$ cat config.mk
export PLATFORM = sky130hd
export DESIGN_NAME = alu_sequencer_flat
export DESIGN_NICKNAME = d
export VERILOG_FILES = /design/src/rtl/alu_sequencer_pkg.sv /design/src/rtl/alu_sequencer_if.sv /design/src/rtl/alu_sequencer_regfile.sv /design/src/rtl/alu_sequencer.sv /design/src/flat_wrapper.sv
export SDC_FILE = /design/constraint.sdc
export NUM_CORES = 1
export LEC_CHECK = 0
export CAP_MARGIN = 20
export CELL_PAD_IN_SITES_DETAIL_PLACEMENT = 0
export CELL_PAD_IN_SITES_GLOBAL_PLACEMENT = 1
export CORE_MARGIN = 2
export CORE_UTILIZATION = 38
export DETAILED_ROUTE_END_ITERATION = 16
export PLACE_DENSITY_LB_ADDON = 0.1
export SETUP_SLACK_MARGIN = 0.1
export SLEW_MARGIN = 20
export SYNTH_ARGS = -nofsm -noshare
export SYNTH_HDL_FRONTEND = slang
export SYNTH_SLANG_ARGS = --single-unit
$ cat constraint.sdc
create_clock -name clk -period 1.77 [get_ports clk]
set_input_delay 0.2655 -clock clk [delete_from_list [all_inputs] [get_ports clk]]
set_output_delay 0.2655 -clock clk [all_outputs]
set_load 0.02 [all_outputs]
$ cat src/rtl/alu_sequencer_pkg.sv
// Shared definitions for the ALU sequencer: widths, opcodes, instruction field
// positions and FSM state encoding.
package alu_sequencer_pkg;

   localparam int DATA_W  = 4;
   localparam int REG_CNT = 4;
   localparam int ADDR_W  = 2;
   localparam int INSTR_W = 16;

   localparam logic [3:0] OP_ADD   = 4'b0000;
   localparam logic [3:0] OP_SUB   = 4'b0001;
   localparam logic [3:0] OP_MUL   = 4'b0010;
   localparam logic [3:0] OP_DIV   = 4'b0011;
   localparam logic [3:0] OP_XOR   = 4'b0100;
   localparam logic [3:0] OP_XNOR  = 4'b0101;
   localparam logic [3:0] OP_NOT   = 4'b0110;
   localparam logic [3:0] OP_SHIFT = 4'b0111;
   localparam logic [3:0] OP_AND   = 4'b1000;
   localparam logic [3:0] OP_NAND  = 4'b1001;
   localparam logic [3:0] OP_OR    = 4'b1010;
   localparam logic [3:0] OP_NOR   = 4'b1011;
   localparam logic [3:0] OP_LOADI = 4'b1100;
   localparam logic [3:0] OP_NOP   = 4'b1101;

   localparam int OP_LSB      = 12;
   localparam int RD_LSB      = 10;
   localparam int RS1_LSB     = 8;
   localparam int RS2_LSB     = 6;
   localparam int IMM_SEL_BIT = 5;
   localparam int IMM_LSB     = 0;

   typedef enum logic [1:0] {
      ST_IDLE = 2'd0,
      ST_EXEC = 2'd1,
      ST_RESP = 2'd2
   } state_t;

   // Opcodes 0000..1011 are forwarded to the ALU unchanged.
   function automatic logic is_alu_op(input logic [3:0] op);
      return op <= OP_NOR;
   endfunction

endpackage

$ cat src/rtl/alu_sequencer_if.sv
// Instruction, ALU and response signals of the sequencer, plus FSM debug state.
interface alu_sequencer_if;
   import alu_sequencer_pkg::*;

   // Both handshakes are valid/ready: a transfer occurs on a rising edge where
   // valid and ready are both high; the source holds payload stable until then.
   logic                 in_valid;
   logic                 in_ready;
   logic [INSTR_W-1:0]   in_instr;
   logic [DATA_W-1:0]    alu_a;
   logic [DATA_W-1:0]    alu_b;
   logic [DATA_W-1:0]    alu_ctrl;
   logic [DATA_W-1:0]    alu_result;
   logic [DATA_W-1:0]    alu_extra;
   logic                 rsp_valid;
   logic                 rsp_ready;
   logic [DATA_W-1:0]    rsp_result;
   logic [DATA_W-1:0]    rsp_extra;
   logic [ADDR_W-1:0]    rsp_rd;
   logic                 rsp_err;
   state_t               dbg_state;

   modport master (
      input  in_valid, in_instr, alu_result, alu_extra, rsp_ready,
      output in_ready, alu_a, alu_b, alu_ctrl,
             rsp_valid, rsp_result, rsp_extra, rsp_rd, rsp_err, dbg_state
   );

   modport slave (
      output in_valid, in_instr, alu_result, alu_extra, rsp_ready,
      input  in_ready, alu_a, alu_b, alu_ctrl,
             rsp_valid, rsp_result, rsp_extra, rsp_rd, rsp_err, dbg_state
   );

endinterface

$ cat src/rtl/alu_sequencer_regfile.sv
// Register file for the sequencer: two asynchronous read ports, one write port,
// all entries cleared by synchronous active-low reset.
module seq_regfile
   import alu_sequencer_pkg::*;
(
   input  logic              clk,
   input  logic              rst_n,
   input  logic [ADDR_W-1:0] rd_addr_a,
   input  logic [ADDR_W-1:0] rd_addr_b,
   output logic [DATA_W-1:0] rd_data_a,
   output logic [DATA_W-1:0] rd_data_b,
   input  logic              we,
   input  logic [ADDR_W-1:0] wr_addr,
   input  logic [DATA_W-1:0] wr_data
);

   logic [DATA_W-1:0] mem_q [REG_CNT];
   logic [DATA_W-1:0] mem_d [REG_CNT];

   always_comb begin
      mem_d = mem_q;
      if (we) mem_d[wr_addr] = wr_data;
   end

   always_ff @(posedge clk) begin
      if (!rst_n) begin
         for (int i = 0; i < REG_CNT; i++) mem_q[i] <= '0;
      end else begin
         mem_q <= mem_d;
      end
   end

   assign rd_data_a = mem_q[rd_addr_a];
   assign rd_data_b = mem_q[rd_addr_b];

endmodule

$ cat src/rtl/alu_sequencer.sv
// Sequencer: accepts an instruction, drives the external ALU for one cycle,
// writes the result back and holds a response until the consumer takes it.
module alu_sequencer
   import alu_sequencer_pkg::*;
(
   input  logic             clk,
   input  logic             rst_n,
   alu_sequencer_if.master  bus
);

   state_t              state_q, state_d;
   logic                in_ready_q, in_ready_d;
   logic                rsp_valid_q, rsp_valid_d;
   logic [3:0]          op_q, op_d;
   logic [ADDR_W-1:0]   rd_q, rd_d;
   logic [DATA_W-1:0]   imm_q, imm_d;
   logic [DATA_W-1:0]   alu_a_q, alu_a_d;
   logic [DATA_W-1:0]   alu_b_q, alu_b_d;
   logic [DATA_W-1:0]   alu_ctrl_q, alu_ctrl_d;
   logic [DATA_W-1:0]   rsp_result_q, rsp_result_d;
   logic [DATA_W-1:0]   rsp_extra_q, rsp_extra_d;
   logic [ADDR_W-1:0]   rsp_rd_q, rsp_rd_d;
   logic                rsp_err_q, rsp_err_d;

   logic [3:0]          in_op;
   logic [DATA_W-1:0]   in_imm;
   logic [DATA_W-1:0]   rf_rdata_a, rf_rdata_b;
   logic                exec_err;
   logic [DATA_W-1:0]   exec_result;
   logic                rf_we;

   assign in_op  = bus.in_instr[OP_LSB +: 4];
   assign in_imm = bus.in_instr[IMM_LSB +: DATA_W];

   seq_regfile u_regfile (
      .clk       (clk),
      .rst_n     (rst_n),
      .rd_addr_a (bus.in_instr[RS1_LSB +: ADDR_W]),
      .rd_addr_b (bus.in_instr[RS2_LSB +: ADDR_W]),
      .rd_data_a (rf_rdata_a),
      .rd_data_b (rf_rdata_b),
      .we        (rf_we),
      .wr_addr   (rd_q),
      .wr_data   (exec_result)
   );

   // Divide-by-zero still reports the ALU outputs; only the write is suppressed.
   always_comb begin
      exec_err = (!is_alu_op(op_q) && op_q != OP_LOADI && op_q != OP_NOP) ||
                 (op_q == OP_DIV && alu_b_q == '0);
      if (is_alu_op(op_q))      exec_result = bus.alu_result;
      else if (op_q == OP_LOADI) exec_result = imm_q;
      else                       exec_result = '0;
      rf_we = (state_q == ST_EXEC) && !exec_err && (op_q != OP_NOP);
   end

   always_comb begin
      state_d      = state_q;
      op_d         = op_q;
      rd_d         = rd_q;
      imm_d        = imm_q;
      alu_a_d      = alu_a_q;
      alu_b_d      = alu_b_q;
      alu_ctrl_d   = alu_ctrl_q;
      rsp_result_d = rsp_result_q;
      rsp_extra_d  = rsp_extra_q;
      rsp_rd_d     = rsp_rd_q;
      rsp_err_d    = rsp_err_q;
      case (state_q)
         ST_IDLE: begin
            if (bus.in_valid && in_ready_q) begin
               op_d       = in_op;
               rd_d       = bus.in_instr[RD_LSB +: ADDR_W];
               imm_d      = in_imm;
               alu_a_d    = rf_rdata_a;
               alu_b_d    = bus.in_instr[IMM_SEL_BIT] ? in_imm : rf_rdata_b;
               alu_ctrl_d = is_alu_op(in_op) ? in_op : OP_ADD;
               state_d    = ST_EXEC;
            end
         end
         ST_EXEC: begin
            rsp_result_d = exec_result;
            rsp_extra_d  = is_alu_op(op_q) ? bus.alu_extra : '0;
            rsp_rd_d     = rd_q;
            rsp_err_d    = exec_err;
            state_d      = ST_RESP;
         end
         ST_RESP: begin
            if (bus.rsp_ready) state_d = ST_IDLE;
         end
         default: state_d = ST_IDLE;
      endcase
      in_ready_d  = (state_d == ST_IDLE);
      rsp_valid_d = (state_d == ST_RESP);
   end

   always_ff @(posedge clk) begin
      if (!rst_n) begin
         state_q      <= ST_IDLE;
         in_ready_q   <= 1'b1;
         rsp_valid_q  <= 1'b0;
         op_q         <= '0;
         rd_q         <= '0;
         imm_q        <= '0;
         alu_a_q      <= '0;
         alu_b_q      <= '0;
         alu_ctrl_q   <= '0;
         rsp_result_q <= '0;
         rsp_extra_q  <= '0;
         rsp_rd_q     <= '0;
         rsp_err_q    <= 1'b0;
      end else begin
         state_q      <= state_d;
         in_ready_q   <= in_ready_d;
         rsp_valid_q  <= rsp_valid_d;
         op_q         <= op_d;
         rd_q         <= rd_d;
         imm_q        <= imm_d;
         alu_a_q      <= alu_a_d;
         alu_b_q      <= alu_b_d;
         alu_ctrl_q   <= alu_ctrl_d;
         rsp_result_q <= rsp_result_d;
         rsp_extra_q  <= rsp_extra_d;
         rsp_rd_q     <= rsp_rd_d;
         rsp_err_q    <= rsp_err_d;
      end
   end

   assign bus.in_ready   = in_ready_q;
   assign bus.alu_a      = alu_a_q;
   assign bus.alu_b      = alu_b_q;
   assign bus.alu_ctrl   = alu_ctrl_q;
   assign bus.rsp_valid  = rsp_valid_q;
   assign bus.rsp_result = rsp_result_q;
   assign bus.rsp_extra  = rsp_extra_q;
   assign bus.rsp_rd     = rsp_rd_q;
   assign bus.rsp_err    = rsp_err_q;
   assign bus.dbg_state  = state_q;

endmodule

$ cat src/flat_wrapper.sv
// flat-port wrapper written by rule: the top's interface ports become plain ports
module alu_sequencer_flat import alu_sequencer_pkg::*;
  (clk, rst_n, bus_in_valid, bus_in_instr, bus_alu_result, bus_alu_extra, bus_rsp_ready, bus_in_ready, bus_alu_a, bus_alu_b, bus_alu_ctrl, bus_rsp_valid, bus_rsp_result, bus_rsp_extra, bus_rsp_rd, bus_rsp_err, bus_dbg_state);
  alu_sequencer_if bus_i ();
  input  logic clk;
  input  logic rst_n;
  input wire logic [$bits(bus_i.in_valid)-1:0] bus_in_valid;
  input wire logic [$bits(bus_i.in_instr)-1:0] bus_in_instr;
  input wire logic [$bits(bus_i.alu_result)-1:0] bus_alu_result;
  input wire logic [$bits(bus_i.alu_extra)-1:0] bus_alu_extra;
  input wire logic [$bits(bus_i.rsp_ready)-1:0] bus_rsp_ready;
  output wire logic [$bits(bus_i.in_ready)-1:0] bus_in_ready;
  output wire logic [$bits(bus_i.alu_a)-1:0] bus_alu_a;
  output wire logic [$bits(bus_i.alu_b)-1:0] bus_alu_b;
  output wire logic [$bits(bus_i.alu_ctrl)-1:0] bus_alu_ctrl;
  output wire logic [$bits(bus_i.rsp_valid)-1:0] bus_rsp_valid;
  output wire logic [$bits(bus_i.rsp_result)-1:0] bus_rsp_result;
  output wire logic [$bits(bus_i.rsp_extra)-1:0] bus_rsp_extra;
  output wire logic [$bits(bus_i.rsp_rd)-1:0] bus_rsp_rd;
  output wire logic [$bits(bus_i.rsp_err)-1:0] bus_rsp_err;
  output wire logic [$bits(bus_i.dbg_state)-1:0] bus_dbg_state;
  assign bus_i.in_valid = bus_in_valid;
  assign bus_i.in_instr = bus_in_instr;
  assign bus_i.alu_result = bus_alu_result;
  assign bus_i.alu_extra = bus_alu_extra;
  assign bus_i.rsp_ready = bus_rsp_ready;
  assign bus_in_ready = bus_i.in_ready;
  assign bus_alu_a = bus_i.alu_a;
  assign bus_alu_b = bus_i.alu_b;
  assign bus_alu_ctrl = bus_i.alu_ctrl;
  assign bus_rsp_valid = bus_i.rsp_valid;
  assign bus_rsp_result = bus_i.rsp_result;
  assign bus_rsp_extra = bus_i.rsp_extra;
  assign bus_rsp_rd = bus_i.rsp_rd;
  assign bus_rsp_err = bus_i.rsp_err;
  assign bus_dbg_state = bus_i.dbg_state;
  alu_sequencer u_core (.clk(clk), .rst_n(rst_n), .bus(bus_i));
endmodule
==> flow_metrics.py, run 1 <==
metrics = {
    "run_status": {
        "run_status": "finished, final reports clean",
    },
    "critical_path": {
        "worst_r2r_endpoint": "u_core.u_regfile.mem_q[12]",
        "worstSetupPathType": "reg -> reg",
        "cp_num_cells": 4,
        "worstSetupEndpointType": "flop",
        "critical-path-max-stage-delay_ns": 0.53,
        "worst-r2r-setup-slack_ns": 0.15,
        "critPathTopFamily": "simple AND/OR/NAND/NOR gates",
        "timing.reg2reg.worst_path_depth": 4,
        "critical_path.startpoint_type": "flop",
        "timing.critical_path.required_ns": 1.98,
        "timing_endpoint_of_the_critical_path": "u_core.u_regfile.mem_q[12]",
        "worst_setup_path_start": "u_core.rd_q[1]",
        "critical_path.max_fanout": 4,
        "worstPathCellList": "or4b_4, a211oi_4, mux2i_1, nor2b_1",
        "crit_path_top_delay_cell": "sky130_fd_sc_hd__or4b_4",
        "reg2reg_from": "u_core.rd_q[1]",
        "worst_path_arrival_time_ns": 1.83,
        "critical_path.n_buffers_inverters": 0,
    },
    "place": {
        "placement.setup.worst_slack_ns": -0.0377,
        "dp.cells": 359,
        "placement.io_buffers": 53,
        "detailedPlacementHpwl_um": 3850,
        "gpl.final_weighted_congestion": 0.730,
        "placedInstanceArea_sq_um": 3050,
    },
    "final_layout": {
        "most_common_cell_after_layout_fill_and_taps_aside": "sky130_fd_sc_hd__clkdlybuf4s50_1",
        "most-common-layout-cells": "51 x sky130_fd_sc_hd__clkdlybuf4s50_1, 50 x sky130_fd_sc_hd__dfxtp_1, 38 x sky130_fd_sc_hd__nand2_1, 23 x sky130_fd_sc_hd__nor2b_1",
        "flow.area_growth_from_synthesis_pct": 36.2,
        "final_util": 0.537,
        "layout.filler_cells": 571,
        "final-instance-count-excl-fill": 368,
        "post-route-cell-area_sq_um": 3200,
        "drive_above_1_share": 0.140,
        "design.final.nets": 320,
        "antennaDiodeCount": 0,
    },
    "yosys": {
        "synth_nets": 258,
        "synthDistinctLibCells": 29,
        "seq_area_frac_synth": 0.452,
        "post_synth.cell_area_avg_sq_um": 10.2,
        "synth-warning-count": 0,
        "count_of_flip_flops_with_a_built_in_enable_after_synthesis": 0,
        "area_of_the_mapped_netlist_sq_um": 2350,
        "fraction_of_synthesis_flops_using_an_asynchronous_set_or_reset_pin": 0,
        "ys.flop_type": "sky130_fd_sc_hd__dfxtp_1",
        "postSynthRegisterBits": 53,
        "syn_inst": 230,
    },
    "sta": {
        "rsz0062_at_grt": "true",
        "max_clock_freq_ghz": 0.618,
        "worst-slew-pin-transition_ns": 0.419,
        "min_period_over_period": 0.914,
        "post-route-min-period_ns": 1.62,
        "worst_slew_margin": 0.720,
        "timing.final.setup_violations": 0,
        "final_max_slew_viols": 0,
        "layout_setup_ws_ns": 0.152,
        "worst_clock_skew_ns": 0.00752,
        "final_hold_viol_count": 0,
    },
    "clock_tree": {
        "holdBufCountCts": 0,
        "cts_htree_levels": 2,
        "ctsRootBufferMaster": "sky130_fd_sc_hd__clkbuf_8",
        "clk_pin_slew_worst_paths_ns": 0.10,
        "tritoncts.num_buffers": 5,
        "cts.sinks": 53,
        "clock_latency_ns": 0.31,
        "cts_max_path_buffers": 2,
        "tritoncts": "done",
    },
    "pwr": {
        "powerDensity_nw_per_um2": 871,
        "power.leakage_nw": 1.12,
        "totalPowerFinal_mw": 2.78,
        "ir_worst_vdd_uv": 491,
    },
    "floorplanning": {
        "die_area_sq_um": 6820,
        "width_of_the_die_um": 82.6,
        "std_cell_rows": 28,
        "design.portCount": 55,
        "fp.dieH_um": 82.6,
        "placeableCoreArea_sq_um": 5960,
        "start_util": 0.394,
    },
    "grt": {
        "grt_overflow": 0,
        "grt_start_max_net_pins": 53,
        "grt_pass1_wl_um": 8890,
        "number_of_antenna_violations_at_the_first_check_in_global_routing": 0,
        "grt_pass1_vias": 1770,
        "grt_usage": 0.174,
    },
    "routing": {
        "drt-pass1-iter-count": 4,
        "detail_route.drc_violations": 0,
        "routedWlPerCell_um": 14.6,
        "route.antenna.remaining_nets": 0,
        "drt-initial-drc-count": 91,
        "via_per_inst": 4.98,
        "via_count": 1832,
        "routed_wl_um": 5390,
    },
    "worst_hold_path": {
        "hold_path_class": "reg -> reg",
        "timing.hold.worst_path_depth": 2,
    },
    "run": {
        "cap_viol_max_count": 0,
    },
}
## per-layer routing
metal	track usage	up-vias	wire length [um]
met5	0	-	0
met2	0.256	37	2260
met1	0.252	858	2820
met4	0.0541	0	70
li1	-	930	-
met3	0.0391	7	239
## flip-flops by register name, summed over array words and instances (netlist names), 4 cells and up
register,cells
u_core.bus.alu_a,4
u_core.bus.alu_b,4
u_core.bus.alu_ctrl,4
u_core.bus.rsp_extra,4
u_core.bus.rsp_result,4
u_core.imm_q,4
u_core.op_q,4
u_core.u_regfile.mem_q,16
## how the worst min path moves through the flow
| stage | start | endpoint | slack, ns |
|---|---|---|---|
| finish | u_core.imm_q[3] | u_core.imm_q[3] | 0.47 |
| global route | u_core.bus.alu_a[2] | u_core.bus.alu_a[2] | 0.48 |
| CTS | u_core.bus.alu_ctrl[1] | u_core.bus.alu_ctrl[1] | 0.47 |
| detailed placement | u_core.bus.alu_ctrl[1] | u_core.bus.alu_ctrl[1] | 0.46 |
| global placement | u_core.bus.alu_ctrl[0] | u_core.bus.alu_ctrl[0] | 0.45 |
| floorplan | rst_n | u_core.bus.dbg_state[0] | 0.41 |
## cell usage after synthesis, types with 2 or more instances
master,instances,area (sq um)
sky130_fd_sc_hd__a211oi_2,2,25.0
sky130_fd_sc_hd__mux4_2,8,180
sky130_fd_sc_hd__o21ai_0,5,25.0
sky130_fd_sc_hd__mux2i_1,20,200
sky130_fd_sc_hd__nand4bb_1,2,22.5
sky130_fd_sc_hd__nand2_1,38,143
sky130_fd_sc_hd__a21oi_1,7,35.0
sky130_fd_sc_hd__a22o_1,4,35.0
sky130_fd_sc_hd__dfxtp_1,53,1060
sky130_fd_sc_hd__a21boi_0,20,150
sky130_fd_sc_hd__a211oi_4,2,40.0
sky130_fd_sc_hd__a22oi_1,4,30.0
sky130_fd_sc_hd__nand3b_1,2,15.0
sky130_fd_sc_hd__nor2b_1,23,144
sky130_fd_sc_hd__and4bb_2,2,25.0
sky130_fd_sc_hd__nor2_1,11,41.3
sky130_fd_sc_hd__clkbuf_1,10,37.5
sky130_fd_sc_hd__nor3b_1,4,30.0
sky130_fd_sc_hd__nand3_1,3,15.0
## kinds of logic (layout without fill, tap and decap cells)
kind of cell / Yosys count / in the layout / share of synthesized area
multiplexers: 28 / 28 / 0.162
flip-flops: 53 / 53 / 0.452
AO/OA/AOI/OAI: 46 / 46 / 0.153
buffers and inverters: 12 / 75 / 0.0197
AND/OR/NAND/NOR: 91 / 91 / 0.213
## area by class of cell
type / instances / area, sq um / area share
Multi-Input combinational cell: 165 / 1240 / 0.388
Sequential cell: 53 / 1070 / 0.334
Timing Repair Buffer: 67 / 662 / 0.207
Tap cell: 75 / 93.8 / 0.0294
Clock buffer: 5 / 68.8 / 0.0215
Clock inverter: 3 / 65.1 / 0.0204
## timing repair
| item | 4_1_cts | 5_1_grt |
|---|---|---|
| gates resized for setup | 1 | 4 |
| pin swaps | 0 | 2 |
| endpoints found under the setup margin | 1 | 5 |
| buffers inserted | 0 | 1 |
## metrics by stage
step                      hold WS, ns  TNS, ns
after floorplan                 0.410        0
after global placement          0.447        0
after detailed placement        0.457  -0.0377
after CTS                       0.471        0
after global routing            0.485        0
final                           0.466        0
## power by group
group | switching [mW] | internal, mW
Combinational | 0.250 | 0.264
Clock | 0.405 | 0.562
Sequential | 0.0449 | 1.26
Total | 0.700 | 2.08
## tightest hold or removal path, cell delays in order (launching register included)
cell,delay (ns)
sky130_fd_sc_hd__dfxtp_1,0.32
sky130_fd_sc_hd__nand2_1,0.04
sky130_fd_sc_hd__a21boi_0,0.06
Power figures use the tool's default switching activity.
==> run 2, diff against run 1 <==
--- a/config.mk
+++ b/config.mk
@@ -9,7 +9,8 @@
 export CELL_PAD_IN_SITES_DETAIL_PLACEMENT = 0
 export CELL_PAD_IN_SITES_GLOBAL_PLACEMENT = 1
 export CORE_MARGIN = 2
-export CORE_UTILIZATION = 38
+export CORE_UTILIZATION = 39
+export CTS_BUF_LIST = sky130_fd_sc_hd__clkbuf_2
 export DETAILED_ROUTE_END_ITERATION = 16
 export PLACE_DENSITY_LB_ADDON = 0.1
 export SETUP_SLACK_MARGIN = 0.1
==> run 2 against run 1 <==
Compared with the run above:
- largest cell class unchanged
- cell count decreased by 0.27%
- combinational power fell by 6.2%
- via count grew 0.55%
- highest routed layer unchanged
- die area fell by 2.4%
- design area decreased by 3.6%
- sequential share of layout area increased by 1.2 points
- clock skew is 0.0070 ns higher
- global-route usage shrank 0.33 points
- flip-flop and latch count stayed put
- hold slack got worse by 0.093 ns
- fmax grew 0.89%
- routed wire length shrank 0.96%
==> flow_metrics.py, run 2 (synthesis gave the netlist of run 1 again) <==
metrics = {
    "clock_tree": {
        "cts_max_path_buffers": 2,
        "clock_latency_ns": 0.43,
        "cts.sinks": 53,
        "holdBufCountCts": 0,
        "tritoncts.num_buffers": 5,
        "cts_htree_levels": 2,
        "clk_pin_slew_worst_paths_ns": 0.25,
        "ctsRootBufferMaster": "sky130_fd_sc_hd__clkbuf_2",
        "tritoncts": "done",
    },
    "grt": {
        "grt_start_max_net_pins": 53,
        "grt_overflow": 0,
        "grt_pass1_wl_um": 8510,
        "grt_pass1_vias": 1684,
        "grt_usage": 0.170,
        "number_of_antenna_violations_at_the_first_check_in_global_routing": 0,
    },
    "routing": {
        "drt-initial-drc-count": 79,
        "via_per_inst": 5.02,
        "via_count": 1842,
        "route.antenna.remaining_nets": 0,
        "routedWlPerCell_um": 14.5,
        "detail_route.drc_violations": 0,
        "drt-pass1-iter-count": 4,
        "routed_wl_um": 5340,
    },
    "pwr": {
        "sequentialPowerShare": 0.543,
        "totalPowerFinal_mw": 2.41,
        "power.leakage_nw": 1.18,
        "comb_power_share": 0.200,
        "ir_worst_vdd_uv": 364,
        "swShare": 0.278,
        "internal-power_mw": 1.74,
        "powerDensity_nw_per_um2": 781,
        "net-switching-power_uw": 670,
        "clockPowerShare": 0.257,
    },
    "floorplanning": {
        "die_area_sq_um": 6650,
        "design.portCount": 55,
        "width_of_the_die_um": 81.6,
        "start_util": 0.401,
        "placeableCoreArea_sq_um": 5850,
        "fp.dieH_um": 81.6,
        "std_cell_rows": 28,
    },
    "final_layout": {
        "final-instance-count-excl-fill": 367,
        "layout.filler_cells": 584,
        "antennaDiodeCount": 0,
        "most-common-layout-cells": "52 x sky130_fd_sc_hd__dfxtp_1, 38 x sky130_fd_sc_hd__nand2_1, 26 x sky130_fd_sc_hd__clkdlybuf4s50_1, 26 x sky130_fd_sc_hd__dlygate4sd2_1, 23 x sky130_fd_sc_hd__nor2b_1",
        "drive_above_1_share": 0.127,
        "largest_register_ffs": 16,
        "final_util": 0.527,
        "flow.area_growth_from_synthesis_pct": 31.4,
        "regMostFlops": "u_core.u_regfile.mem_q",
        "design.final.nets": 319,
        "most_common_cell_after_layout_fill_and_taps_aside": "sky130_fd_sc_hd__dfxtp_1",
    },
    "sta": {
        "min_period_over_period": 0.906,
        "max_clock_freq_ghz": 0.624,
        "timing.hold.ws_ns": 0.373,
        "post-route-min-period_ns": 1.60,
        "worst-slew-pin-transition_ns": 0.434,
        "worst_clock_skew_ns": 0.0145,
        "timing.final.setup_violations": 0,
        "final_hold_viol_count": 0,
        "rsz0062_at_grt": "false",
        "final_max_slew_viols": 0,
        "worst_slew_margin": 0.711,
    },
    "run": {
        "cap_viol_max_count": 0,
    },
    "critical_path": {
        "worstSetupEndpointType": "flop",
        "timing.reg2reg.worst_path_depth": 4,
        "worst-r2r-setup-slack_ns": 0.17,
        "worstSetupPathType": "reg -> reg",
        "critical_path.startpoint_type": "flop",
        "critical_path.max_fanout": 9,
        "worst_path_arrival_time_ns": 1.96,
        "timing.critical_path.required_ns": 2.13,
    },
    "place": {
        "detailedPlacementHpwl_um": 3840,
        "dp.cells": 359,
        "placement.io_buffers": 53,
        "gpl.final_weighted_congestion": 0.732,
    },
    "worst_hold_path": {
        "hold_path_class": "in -> reg",
        "timing.hold.worst_path_depth": 3,
    },
    "run_status": {
        "run_status": "finished, final reports clean",
    },
}
-- run 2: cell types whose count changed in the layout (fill, tap and decap cells not counted), sizes merged --
cell / delta
buf: -1
bufinv: -1
dlymetal6s2s: -1
clkdlybuf4s15: +1
clkbuf: +1
dlygate4sd2: +25
clkdlybuf4s50: -25
-- run 2: power by group through the flow --
stage	Combinational, mW	Clock (mW)	Sequential, mW
6_report	0.482	0.618	1.31
5_1_grt	0.528	0.692	1.32
4_1_cts	0.488	0.640	1.31
3_5_place_dp	0.512	0	1.33
3_3_place_gp	0.513	0	1.33
2_1_floorplan	0.218	0	1.38
-- run 2: timing repair --
action | CTS | global route
resized for setup | 27 | 2
endpoints found under the setup margin | 27 | 3
buffers inserted | 0 | 0
cloned | 0 | 0
-- run 2: final timing paths --
check,from,end
max reg2reg,u_core.bus.dbg_state[0],u_core.u_regfile.mem_q[13]
min reg2reg,u_core.bus.alu_a[2],u_core.bus.alu_a[2]
max,u_core.bus.dbg_state[0],u_core.u_regfile.mem_q[13]
min,bus_in_instr[10],u_core.rd_q[0]
-- run 2: cell type report --
| class | count | area, sq um | share of cell area |
|---|---|---|---|
| multi-input cells | 165 | 1240 | 0.402 |
| flip-flops and latches | 53 | 1060 | 0.346 |
| repair buffers | 66 | 621 | 0.201 |
| well taps | 75 | 93.8 | 0.0305 |
| clock inverters | 2 | 33.8 | 0.0110 |
| clock buffers | 6 | 30.0 | 0.00974 |
-- run 2: stage by stage --
step / setup TNS [ns] / cell area (sq um) / worst slack [ns]
CTS: 0 / 3080 / 0.142
finish: 0 / 3080 / 0.167
global route: 0 / 3080 / 0.118
detailed placement: -0.0688 / 3050 / -0.0293
floorplan: 0 / 2350 / 0.200
global placement: 0 / 3050 / 0.000432
-- run 2: routing by layer --
metal  routed length, um  GRT usage  share of wire  vias up
met2                2270      0.251           0.43       43
met5                   0          0              0        -
met4                  60     0.0458          0.011        0
met1                2730      0.247           0.51      860
met3                 273     0.0429          0.051        5
li1                    -          -              -      934
-- run 2: critical path: stages, from the launching register on --
cell and delay [ns]:
sky130_fd_sc_hd__dfxtp_4 0.45, sky130_fd_sc_hd__or4b_4 0.48, sky130_fd_sc_hd__a211oi_4 0.33, sky130_fd_sc_hd__mux2i_1 0.22, sky130_fd_sc_hd__nor2b_1 0.05
==> run 3, diff against run 2 <==
--- a/config.mk
+++ b/config.mk
@@ -8,7 +8,7 @@
 export CAP_MARGIN = 20
 export CELL_PAD_IN_SITES_DETAIL_PLACEMENT = 0
 export CELL_PAD_IN_SITES_GLOBAL_PLACEMENT = 1
-export CORE_MARGIN = 2
+export CORE_MARGIN = 4
 export CORE_UTILIZATION = 39
 export CTS_BUF_LIST = sky130_fd_sc_hd__clkbuf_2
 export DETAILED_ROUTE_END_ITERATION = 16
==> run 3 against run 2 <==
Compared with the run above:
- cell count stayed put
- routed wire length is 0.77% higher
- critical path depth is 1 higher
- flip-flop and latch count stayed put
- setup slack got worse by 0.0021 ns
- clock skew fell by 0.0048 ns
- non-clock buffer count increased by 3
- critical endpoint is now u_core.u_regfile.mem_q[14]
==> flow_metrics.py, run 3 (synthesis gave the netlist of run 1 again) <==
metrics = {
    "grt": {
        "grt_start_max_net_pins": 53,
        "number_of_antenna_violations_at_the_first_check_in_global_routing": 0,
        "grt_pass1_vias": 1806,
        "grt_pass1_wl_um": 8800,
        "grt_usage": 0.152,
        "grt_overflow": 0,
    },
    "sta": {
        "min_period_over_period": 0.907,
        "timing.final.setup_violations": 0,
        "max_clock_freq_ghz": 0.623,
        "rsz0062_at_grt": "false",
        "worst_slew_margin": 0.711,
        "timing.setup.tns_ns": 0,
        "worst-slew-pin-transition_ns": 0.434,
        "final_hold_viol_count": 0,
        "final_max_slew_viols": 0,
        "worst_clock_skew_ns": 0.00968,
        "post-route-min-period_ns": 1.61,
        "timing.hold.ws_ns": 0.367,
    },
    "critical_path": {
        "timing.critical_path.required_ns": 2.12,
        "worstSetupPathType": "reg -> reg",
        "timing.reg2reg.worst_path_depth": 5,
        "worst_path_arrival_time_ns": 1.95,
        "critical_path.max_fanout": 4,
        "worstSetupEndpointType": "flop",
        "critical_path.startpoint_type": "flop",
    },
    "worst_hold_path": {
        "hold_path_class": "in -> reg",
        "timing.hold.worst_path_depth": 3,
    },
    "final_layout": {
        "design.final.nets": 322,
        "antennaDiodeCount": 0,
        "flow.area_growth_from_synthesis_pct": 31.3,
        "most_common_cell_after_layout_fill_and_taps_aside": "sky130_fd_sc_hd__dfxtp_1",
        "post-route-cell-area_sq_um": 3080,
        "final-instance-count-excl-fill": 367,
        "most-common-layout-cells": "50 x sky130_fd_sc_hd__dfxtp_1, 38 x sky130_fd_sc_hd__nand2_1, 26 x sky130_fd_sc_hd__clkdlybuf4s50_1, 26 x sky130_fd_sc_hd__dlygate4sd2_1, 23 x sky130_fd_sc_hd__nor2b_1",
        "regMostFlops": "u_core.u_regfile.mem_q",
        "largest_register_ffs": 16,
        "drive_above_1_share": 0.139,
    },
    "routing": {
        "route.antenna.remaining_nets": 0,
        "drt-initial-drc-count": 73,
        "detail_route.drc_violations": 0,
        "routed_wl_um": 5380,
        "routedWlPerCell_um": 14.7,
        "drt-pass1-iter-count": 4,
        "via_per_inst": 5.01,
        "via_count": 1839,
    },
    "floorplanning": {
        "start_util": 0.413,
        "placeableCoreArea_sq_um": 5680,
        "fp.dieH_um": 85.6,
        "std_cell_rows": 27,
        "design.portCount": 55,
        "width_of_the_die_um": 85.6,
        "die_area_sq_um": 7320,
    },
    "clock_tree": {
        "clock_latency_ns": 0.42,
        "clk_pin_slew_worst_paths_ns": 0.24,
        "tritoncts.num_buffers": 5,
        "ctsRootBufferMaster": "sky130_fd_sc_hd__clkbuf_2",
        "cts_max_path_buffers": 2,
        "tritoncts": "done",
        "cts_htree_levels": 2,
        "cts.sinks": 53,
    },
    "pwr": {
        "power.leakage_nw": 1.18,
        "internal-power_mw": 1.59,
        "comb_power_share": 0.220,
        "totalPowerFinal_mw": 2.25,
        "powerDensity_nw_per_um2": 730,
        "sequentialPowerShare": 0.581,
        "net-switching-power_uw": 656,
        "ir_worst_vdd_uv": 410,
        "swShare": 0.292,
        "clockPowerShare": 0.199,
    },
    "place": {
        "detailedPlacementHpwl_um": 3880,
        "placedInstanceArea_sq_um": 3040,
        "dp.cells": 356,
        "gpl.final_weighted_congestion": 0.697,
        "placement.io_buffers": 53,
    },
    "run": {
        "cap_viol_max_count": 0,
    },
    "run_status": {
        "run_status": "finished, final reports clean",
    },
}
-- run 3: area by class of cell --
cell class	count	area (sq um)
Timing Repair Buffer	69	647
Tap cell	72	90.1
Multi-Input combinational cell	165	1240
Clock buffer	5	25.0
Sequential cell	53	1070
Clock inverter	3	12.5
Fill cell	546	2590
-- run 3: metrics by stage --
step / utilization / setup slack [ns]
2_1_floorplan: - / 0.200
3_3_place_gp: 0.536 / 0.00276
3_5_place_dp: 0.536 / -0.00317
4_1_cts: 0.539 / 0.116
5_1_grt: 0.543 / 0.109
6_report: 0.543 / 0.164
-- run 3: worst max-delay path, stage by stage (launching register included) --
cell	delay, ns
sky130_fd_sc_hd__dfxtp_2	0.38
sky130_fd_sc_hd__or4b_4	0.54
sky130_fd_sc_hd__a211oi_4	0.23
sky130_fd_sc_hd__buf_6	0.15
sky130_fd_sc_hd__mux2i_1	0.18
sky130_fd_sc_hd__nor2b_1	0.06
-- run 3: final timing paths --
path	from	end	slack, ns
setup / recovery	u_core.rd_q[0]	u_core.u_regfile.mem_q[14]	0.16
hold reg to reg	u_core.bus.alu_a[0]	u_core.bus.alu_a[0]	0.47
setup reg to reg	u_core.rd_q[0]	u_core.u_regfile.mem_q[14]	0.16
hold / removal	bus_in_instr[10]	u_core.rd_q[0]	0.37
-- run 3: per-layer routing --
layer | vias up | GRT usage | routed length [um]
met2 | 44 | 0.217 | 2170
met3 | 6 | 0.0451 | 330
met1 | 849 | 0.220 | 2820
met5 | - | 0 | 0
met4 | 0 | 0.0432 | 59
li1 | 940 | - | -
-- run 3: power groups by stage --
stage,clock (mW),combinational (mW),sequential [mW]
2_1_floorplan,0,0.218,1.38
3_3_place_gp,0,0.515,1.33
3_5_place_dp,0,0.515,1.33
4_1_cts,0.477,0.493,1.31
6_report,0.447,0.495,1.31
5_1_grt,0.523,0.540,1.32
-- run 3: repair_timing --
action                     in CTS  in global routing
setup endpoints to repair      29                  4
hold buffers                    0                  0
pin swaps                       1                  0
setup buffers                   1                  2
resized for setup              29                  3
